`src/rtl/ldpc_minsum_decoder.sv`:
```
`timescale 1ns/1ps
// ldpc_minsum_decoder
// Fully parallel flooding min-sum LDPC decoder. The parity-check matrix is a
// parameter. Each iteration spends one cycle on check nodes (CN) and one on
// variable nodes (VN). Every iteration is preceded by a syndrome check (CHK),
// which ends the frame early on a zero syndrome or when the iteration limit
// is reached.
// Ports:
//   clk, rst    clock (rising edge), asynchronous active-high reset
//   start       frame start, sampled only in IDLE
//   llr_in      N channel LLRs, variable n at [n*WIDTH +: WIDTH], >0 means bit 0
//   max_iter    iteration limit, sampled together with start
//   busy        high in every state except IDLE
//   done        one-cycle pulse while the result is valid
//   success     final syndrome was zero
//   codeword    hard decision, bit n is variable n
//   iter_count  number of completed iterations
module ldpc_minsum_decoder #(
  parameter int WIDTH = 8,
  parameter int N     = 6,
  parameter int M     = 3,
  parameter logic [M*N-1:0] H = 18'b100101_010110_001011,
  parameter int ITW   = 8
) (
  input  logic             clk,
  input  logic             rst,
  input  logic             start,
  input  logic [N*WIDTH-1:0] llr_in,
  input  logic [ITW-1:0]   max_iter,
  output logic             busy,
  output logic             done,
  output logic             success,
  output logic [N-1:0]     codeword,
  output logic [ITW-1:0]   iter_count
);

  localparam int SW = WIDTH + $clog2(M + 1);
  localparam logic [WIDTH-1:0] MAXV = {1'b0, {(WIDTH-1){1'b1}}};
  localparam logic [WIDTH-1:0] MINNEG = {1'b1, {(WIDTH-1){1'b0}}};
  localparam logic signed [SW-1:0] MAXS = $signed({{(SW-WIDTH){1'b0}}, MAXV});
  localparam logic signed [SW-1:0] MINS = -MAXS;

  typedef enum logic [2:0] {S_IDLE, S_CHK, S_CN, S_VN, S_DONE} state_t;

  state_t r_state, w_next;

  logic [WIDTH-1:0] r_llr [N];
  logic [WIDTH-1:0] r_v2c [M][N];
  logic [WIDTH-1:0] r_c2v [M][N];
  logic [N-1:0]     r_cw;
  logic             r_succ;
  logic [ITW-1:0]   r_iter;
  logic [ITW-1:0]   r_limit;

  logic [WIDTH-1:0] w_c2v [M][N];
  logic [WIDTH-1:0] w_v2c [M][N];
  logic [WIDTH-1:0] w_p   [N];
  logic signed [SW-1:0] w_psum [N];
  logic [M-1:0]     w_synd;
  logic             w_sgn;
  logic             w_any;
  logic [WIDTH-1:0] w_mag;
  logic [WIDTH-1:0] w_min;

  function automatic logic signed [SW-1:0] sx(input logic [WIDTH-1:0] x);
    return $signed({{(SW-WIDTH){x[WIDTH-1]}}, x});
  endfunction

  function automatic logic [WIDTH-1:0] sat(input logic signed [SW-1:0] x);
    if (x > MAXS)      return MAXV;
    else if (x < MINS) return ~MAXV + 1'b1;
    else               return x[WIDTH-1:0];
  endfunction

  // Syndrome over the current hard decision.
  always_comb begin
    w_synd = '0;
    for (int unsigned m = 0; m < M; m++)
      w_synd[m] = ^(r_cw & H[m*N +: N]);
  end

  // Check nodes: extrinsic sign product and minimum magnitude per edge.
  // A row with no other edge leaves the output at 0.
  always_comb begin
    w_sgn = 1'b0;
    w_any = 1'b0;
    w_mag = '0;
    w_min = '0;
    for (int unsigned m = 0; m < M; m++) begin
      for (int unsigned n = 0; n < N; n++) begin
        w_c2v[m][n] = '0;
        w_sgn = 1'b0;
        w_any = 1'b0;
        w_min = MAXV;
        if (H[m*N+n]) begin
          for (int unsigned k = 0; k < N; k++) begin
            if (H[m*N+k] && k != n) begin
              w_sgn = w_sgn ^ r_v2c[m][k][WIDTH-1];
              if (r_v2c[m][k] == MINNEG)      w_mag = MAXV;
              else if (r_v2c[m][k][WIDTH-1]) w_mag = ~r_v2c[m][k] + 1'b1;
              else                           w_mag = r_v2c[m][k];
              if (w_mag < w_min) w_min = w_mag;
              w_any = 1'b1;
            end
          end
          if (w_any) w_c2v[m][n] = w_sgn ? (~w_min + 1'b1) : w_min;
        end
      end
    end
  end

  // Variable nodes: clamped posterior, then extrinsic v2c from the clamped posterior.
  always_comb begin
    for (int unsigned n = 0; n < N; n++) begin
      w_psum[n] = sx(r_llr[n]);
      for (int unsigned m = 0; m < M; m++)
        if (H[m*N+n]) w_psum[n] = w_psum[n] + sx(r_c2v[m][n]);
      w_p[n] = sat(w_psum[n]);
    end
    for (int unsigned m = 0; m < M; m++)
      for (int unsigned n = 0; n < N; n++)
        w_v2c[m][n] = H[m*N+n] ? sat(sx(w_p[n]) - sx(r_c2v[m][n])) : '0;
  end

  always_ff @(posedge clk or posedge rst) begin
    if (rst) r_state <= S_IDLE;
    else     r_state <= w_next;
  end

  always_comb begin
    w_next = r_state;
    case (r_state)
      S_IDLE: if (start) w_next = S_CHK;
      S_CHK: begin
        if (w_synd == '0)          w_next = S_DONE;
        else if (r_iter == r_limit) w_next = S_DONE;
        else                       w_next = S_CN;
      end
      S_CN:   w_next = S_VN;
      S_VN:   w_next = S_CHK;
      S_DONE: w_next = S_IDLE;
      default: w_next = S_IDLE;
    endcase
  end

  always_ff @(posedge clk or posedge rst) begin
    if (rst) begin
      for (int unsigned n = 0; n < N; n++) r_llr[n] <= '0;
      for (int unsigned m = 0; m < M; m++)
        for (int unsigned n = 0; n < N; n++) begin
          r_v2c[m][n] <= '0;
          r_c2v[m][n] <= '0;
        end
      r_cw    <= '0;
      r_succ  <= 1'b0;
      r_iter  <= '0;
      r_limit <= '0;
    end else begin
      case (r_state)
        S_IDLE: if (start) begin
          for (int unsigned n = 0; n < N; n++) begin
            r_llr[n] <= llr_in[n*WIDTH +: WIDTH];
            r_cw[n]  <= llr_in[n*WIDTH + WIDTH - 1];
          end
          for (int unsigned m = 0; m < M; m++)
            for (int unsigned n = 0; n < N; n++)
              r_v2c[m][n] <= H[m*N+n] ? llr_in[n*WIDTH +: WIDTH] : '0;
          r_limit <= max_iter;
          r_iter  <= '0;
          r_succ  <= 1'b0;
        end
        S_CHK: begin
          if (w_synd == '0)           r_succ <= 1'b1;
          else if (r_iter == r_limit) r_succ <= 1'b0;
        end
        S_CN: begin
          for (int unsigned m = 0; m < M; m++)
            for (int unsigned n = 0; n < N; n++) r_c2v[m][n] <= w_c2v[m][n];
        end
        S_VN: begin
          for (int unsigned m = 0; m < M; m++)
            for (int unsigned n = 0; n < N; n++) r_v2c[m][n] <= w_v2c[m][n];
          for (int unsigned n = 0; n < N; n++) r_cw[n] <= w_p[n][WIDTH-1];
          r_iter <= r_iter + 1'b1;
        end
        default: ;
      endcase
    end
  end

  assign busy       = (r_state != S_IDLE);
  assign done       = (r_state == S_DONE);
  assign success    = r_succ;
  assign codeword   = r_cw;
  assign iter_count = r_iter;

endmodule

```
`config.mk`:
```
export PLATFORM = sky130hd
export DESIGN_NAME = ldpc_minsum_decoder
export DESIGN_NICKNAME = d
export VERILOG_FILES = /design/src/rtl/ldpc_minsum_decoder.sv
export SDC_FILE = /design/constraint.sdc
export NUM_CORES = 1
export LEC_CHECK = 0
export ABC_CLOCK_PERIOD_IN_PS = 9550
export CAP_MARGIN = 25
export CORE_MARGIN = 5
export CORE_UTILIZATION = 40
export DETAILED_ROUTE_END_ITERATION = 10
export SLEW_MARGIN = 20
export SYNTH_ARGS = -nofsm -noshare
export SYNTH_HDL_FRONTEND = slang
export SYNTH_SLANG_ARGS = --single-unit
```
`constraint.sdc`:
```
create_clock -name clk -period 9.55 [get_ports clk]
set_clock_uncertainty 0.15 [all_clocks]
set_input_delay 2.3875 -clock clk [delete_from_list [all_inputs] [get_ports clk]]
set_output_delay 2.3875 -clock clk [all_outputs]
set_load 0.01 [all_outputs]
```
# Word level (Yosys, flattened, before mapping)
# Cells that the tools add are included.
[word_totals]
rom_bits = 0
latch_bits = 0
ff_bits = 218
ramBits = 0
elab_cells = 251
mem_count = 0
in_bits = 59
[op_classes]
magnitude_cmp = 45
reduce_logical = 11
n_shift = 0
mux = 86
n_bitwise = 27
n_eq_ne = 16
add_sub_neg = 37
div = 0
mul = 0
[op_table]
columns = ["operator", "count"]
rows = [
  ["$mux W8", 73],
  ["$pmux W144 S2", 1],
  ["$add A8 B1 Y8 const B", 19],
  ["$mux W144", 1],
  ["$not A8 Y8", 18],
  ["$gt A9 B8 Y1 const B", 12],
  ["$lt A9 B8 Y1 const B", 12],
  ["$sub A8 B8 Y9", 9],
  ["$eq A8 B8 Y1 const B", 9],
  ["$lt A8 B8 Y1", 9],
  ["$add A8 B8 Y9", 6],
  ["$lt A8 B7 Y1 const B", 6],
  ["$add A9 B8 Y10", 3],
  ["$gt A10 B8 Y1 const B", 3],
  ["$lt A10 B8 Y1 const B", 3],
  ["$reduce_xor A6 Y1", 3],
  ["$pmux W8 S2", 1],
  ["$pmux W3 S4", 1],
  ["$pmux W6 S2", 1],
  ["$mux W3", 3],
  ["$xor A1 B1 Y1", 9],
  ["$eq A8 B8 Y1", 1],
  ["$eq A3 B2 Y1 const B", 2],
  ["$logic_not A3 Y1", 2],
  ["11 further kinds", 15],
]

# Logic depth before layout (Yosys ltp)
[logic_depth]
depth_word = 11
mapped_depth = 24

# Worst setup path after synthesis
# OpenSTA, ideal clock, no wires.
[synth_timing]
path_kind = "flip-flop to flip-flop"
start = "register r_c2v[25] (netlist bit)"
end = "register r_v2c[24] (netlist bit)"
slack_ns = 3.764
stages_incl_launch_ff = 24
setup_ns = 0.086
synth_period_minus_slack_ns = 5.786
arrival_time_ns = 5.550
cell_sequence = "dfrtp_1 -> inv_1 -> fa_1 -> inv_1 -> ha_1 -> fa_1 -> a21o_1 -> a21oi_1 -> nor2b_1 -> o31a_1 -> or4b_1 -> o21ai_0 -> a21boi_1 -> nor3b_1 -> ha_1 -> fa_1 -> nor2b_1 -> o21ai_0 -> a21boi_0 -> o31a_1 -> a21oi_1 -> or4_1 -> nor4b_1 -> nor3_1"
[synth_via]
elab_chain_len = 9
word_cells_on_any_way = 11
cone_classes = "2 x add/sub; 4 x order compare; 5 x mux"
[synth_rtl]
columns = ["item", "line_no", "text"]
rows = [
  ["from (decl)", "49", "logic [WIDTH-1:0] r_c2v [M][N];"],
  ["from (signal, indexed assignment)", "152", "r_c2v[m][n] <= '0;"],
  ["$add A9 B8 Y10", "117", "if (H[m*N+n]) w_psum[n] = w_psum[n] + sx(r_c2v[m][n]);"],
  ["$lt A10 B8 Y1", "71", "else if (x < MINS) return ~MAXV + 1'b1;"],
  ["$mux W8", "71", ""],
  ["$mux W8", "70", "if (x > MAXS) return MAXV;"],
  ["$sub A8 B8 Y9 (*)", "122", "w_v2c[m][n] = H[m*N+n] ? sat(sx(w_p[n]) - sx(r_c2v[m][n])) : '0;"],
  ["$lt A9 B8 Y1", "71", ""],
  ["$mux W8", "71", ""],
  ["$mux W8 (*)", "70", ""],
  ["$pmux W144 S2 (*)", "159", "case (r_state)"],
  ["to (signal, indexed assignment)", "167", "r_v2c[m][n] <= H[m*N+n] ? llr_in[n*WIDTH +: WIDTH] : '0;"],
  ["to (decl)", "48", "logic [WIDTH-1:0] r_v2c [M][N];"],
]
# Mark *: on every way between the ends. The rest lies on a longest branch, timed or not.
# A chain may end at the register's enable or synchronous reset.

# Worst setup path after layout
# Ends and elaborated chain as after synthesis.

==> qor.yml <==
ctsLongestPathBuffers: 3
fp.coreArea_um2: 53600
ys_seq_area_frac: 0.253
fmax_mhz: 152
hpwl_um: 50500
setup_viol: 0
clock-sinks: 218
slew_violations: 0
status: "finished clean"
die_h_um: 242
cts_setup_buffers: 0
r2r_cells: 23
drt_iter0_drc: 1436
multi_input_area_um2: 14900
via_per_inst: 5.79
dp_cells: 3388
routed_wl_um: 66600
cts_tree: "done"
globalRouteOverflowTotal: 0
synth_edf_count: 0
hold_class: "reg -> reg"
wire_per_inst_um: 19.4
hold_end: "r_llr[2]"
reg2reg_to: "r_v2c[24]"
layout-drive-gt1-share: 0.0503
clk_pin_slew_ns: 0.06
rows: 85
min_from: "r_llr[2]"
worst_slack_ns: 2.98
drt.antenna.violating_nets: 0
placedInstanceArea_um2: 22900
synthFlopType: "dfrtp_1"
area_growth_syn_to_layout_pct: 10.8
crit_path_max_fanout: 8
synth_top_cell_by_area: "dfrtp_1"
syn_avg_cell_area_um2: 7.98
grt_usage: 0.219
place_congestion: 0.927
fillCellCount: 5386
worst_setup_path_start_kind: "register"
reg2reg_slack_ns: 2.98
rr_startpoint: "r_c2v[25]"
portBuffers: 75
die_x_um: 242
layout_min_cycle_time_ns: 6.57
period_share: 0.688
hold_depth: 2
die_area_um2: 58600
design_area_um2: 23900
yosysWarnings: 0
final-instance-count-excl-fill: 3440
hold_violations: 0
place_ws_ns: 3.01
drc: 0
ys_types: 100
ys_ff_latch: 218
yosysTopAreaCellShare: 0.253
crit_required_ns: 9.90
ff_latch_area_um2: 5460
antenna_found_initial: 1
netlist_top_cells_area: "dfrtp_1, ha_1, nand2_1"
initial_core_util: 0.402
drtPass1Iterations: 6
syn_area_um2: 21500
cts_made_buffers: 28
cts_resized: 0
cts-root-buf: "clkbuf_16"
fin_tns_setup_ns: 0
clk_latency_ns: 0.58
mostFrequentLayoutCells: "nand2_1, o21ai_0, dfrtp_1, inv_1, a21oi_1"
final_common_cell: "nand2_1"
io_pins: 76
grt_pass1_wl_um: 106000
synthArstFlopShare: 1.00
netlist_instances: 2701
maxSlewHeadroom: 0.349
ctsHoldBuffers: 0
worst_pin_slew_ns: 0.970
path_class: "reg -> reg"
fin_nets: 3019
grt_pass1_vias: 19200
rsz0062_at_grt: "false"
cp-end-kind: "register"
via_count: 19900
h-tree-depth: 1
drv_cap: 0
crit_arrival_ns: 6.92
grt_max_degree: 123
-- per-layer routing --
layer  global-route usage  vias to the layer above  share of wire
li1                     -                     9774              -
met2                0.362                      473           0.46
met4               0.0465                        0          0.021
met5                    0                        -              0
met3               0.0207                       87          0.045
met1                0.313                     9583           0.47
-- sequential cells by signal (all words and copies together), names as in the netlist --
register,flops
success,1
r_c2v,72
r_v2c,72
r_limit,8
r_llr,48
iter_count,8
r_state,3
codeword,6
-- synthesized netlist by cell type, drive strengths merged, types with 7 or more instances --
cell	instances
maj3	14
o311ai	9
o211a	7
o31ai	26
or3	26
a21o	45
nor2	177
o31a	16
a21boi	30
and4	7
buf	31
nand2	328
nand3	45
fa	39
o21a	38
or3b	9
or4	8
ha	199
dfrtp	218
inv	212
o22ai	30
mux2i	47
a211o	10
nor3	54
nand4	18
and2	13
nor4b	7
xnor2	72
nand2b	22
clkbuf	72
xor2	63
a31oi	43
nor4	17
nor2b	50
a311oi	8
and3	22
nor3b	17
a21oi	203
or2	22
o21ai	259
a211oi	24
o211ai	29
a22oi	7
mux2	9
-- logic make-up (layout without fill, tap and decap cells) --
logic type | Yosys count | in the layout | synth area share
other cells | 1 | 7 | 0.000174
simple gates | 860 | 860 | 0.193
buf+inv | 317 | 354 | 0.0592
compound gates | 861 | 861 | 0.253
fa+ha+maj | 252 | 252 | 0.158
xor+xnor | 135 | 135 | 0.0549
flops | 218 | 218 | 0.253
mux | 57 | 57 | 0.0276
-- critical path: stages (launching register included) --
cell,delay [ns]
dfrtp_1,0.38
inv_1,0.10
fa_1,0.50
inv_1,0.04
ha_1,0.22
fa_1,0.41
a21o_1,0.18
a21oi_1,0.27
nor2b_1,0.11
o31a_1,0.26
or4b_1,0.46
o21ai_0,0.26
a21boi_1,0.53
nor3b_1,0.15
ha_1,0.25
fa_1,0.44
nor2b_1,0.12
o21ai_0,0.10
a21boi_0,0.34
o31a_1,0.21
a21oi_1,0.07
or4_1,0.59
nor4b_1,0.17
nor3_1,0.18
-- worst max-delay path by stage --
| stage | from | endpoint | cells after the start |
|---|---|---|---|
| CTS | r_c2v[25] | r_v2c[24] | 23 |
| detailed placement | r_c2v[25] | r_v2c[24] | 23 |
| floorplan | rst | codeword[0] | 1 |
| finish | r_c2v[25] | r_v2c[24] | 23 |
| global placement | r_c2v[73] | r_v2c[24] | 23 |
| global route | r_c2v[25] | r_v2c[24] | 23 |
-- area by class of cell --
type	instances	share of cell area
multi-input cells	2171	0.624
flip-flops and latches	218	0.229
repair buffers	91	0.0370
well taps	696	0.0365
inverters	212	0.0337
clock buffers	35	0.0326
clock inverters	16	0.00797
diodes	1	0.000105
-- stage by stage --
| step | utilization | hold slack [ns] |
|---|---|---|
| 4_1_cts | 0.445 | 0.340 |
| 6_report | 0.445 | 0.333 |
| 3_3_place_gp | 0.427 | 0.315 |
| 3_5_place_dp | 0.427 | 0.321 |
| 5_1_grt | 0.445 | 0.355 |
| 2_1_floorplan | - | 0.299 |
Power is not shown: default switching activity piles up to over one toggle a cycle in this logic, so the estimate is an artifact.
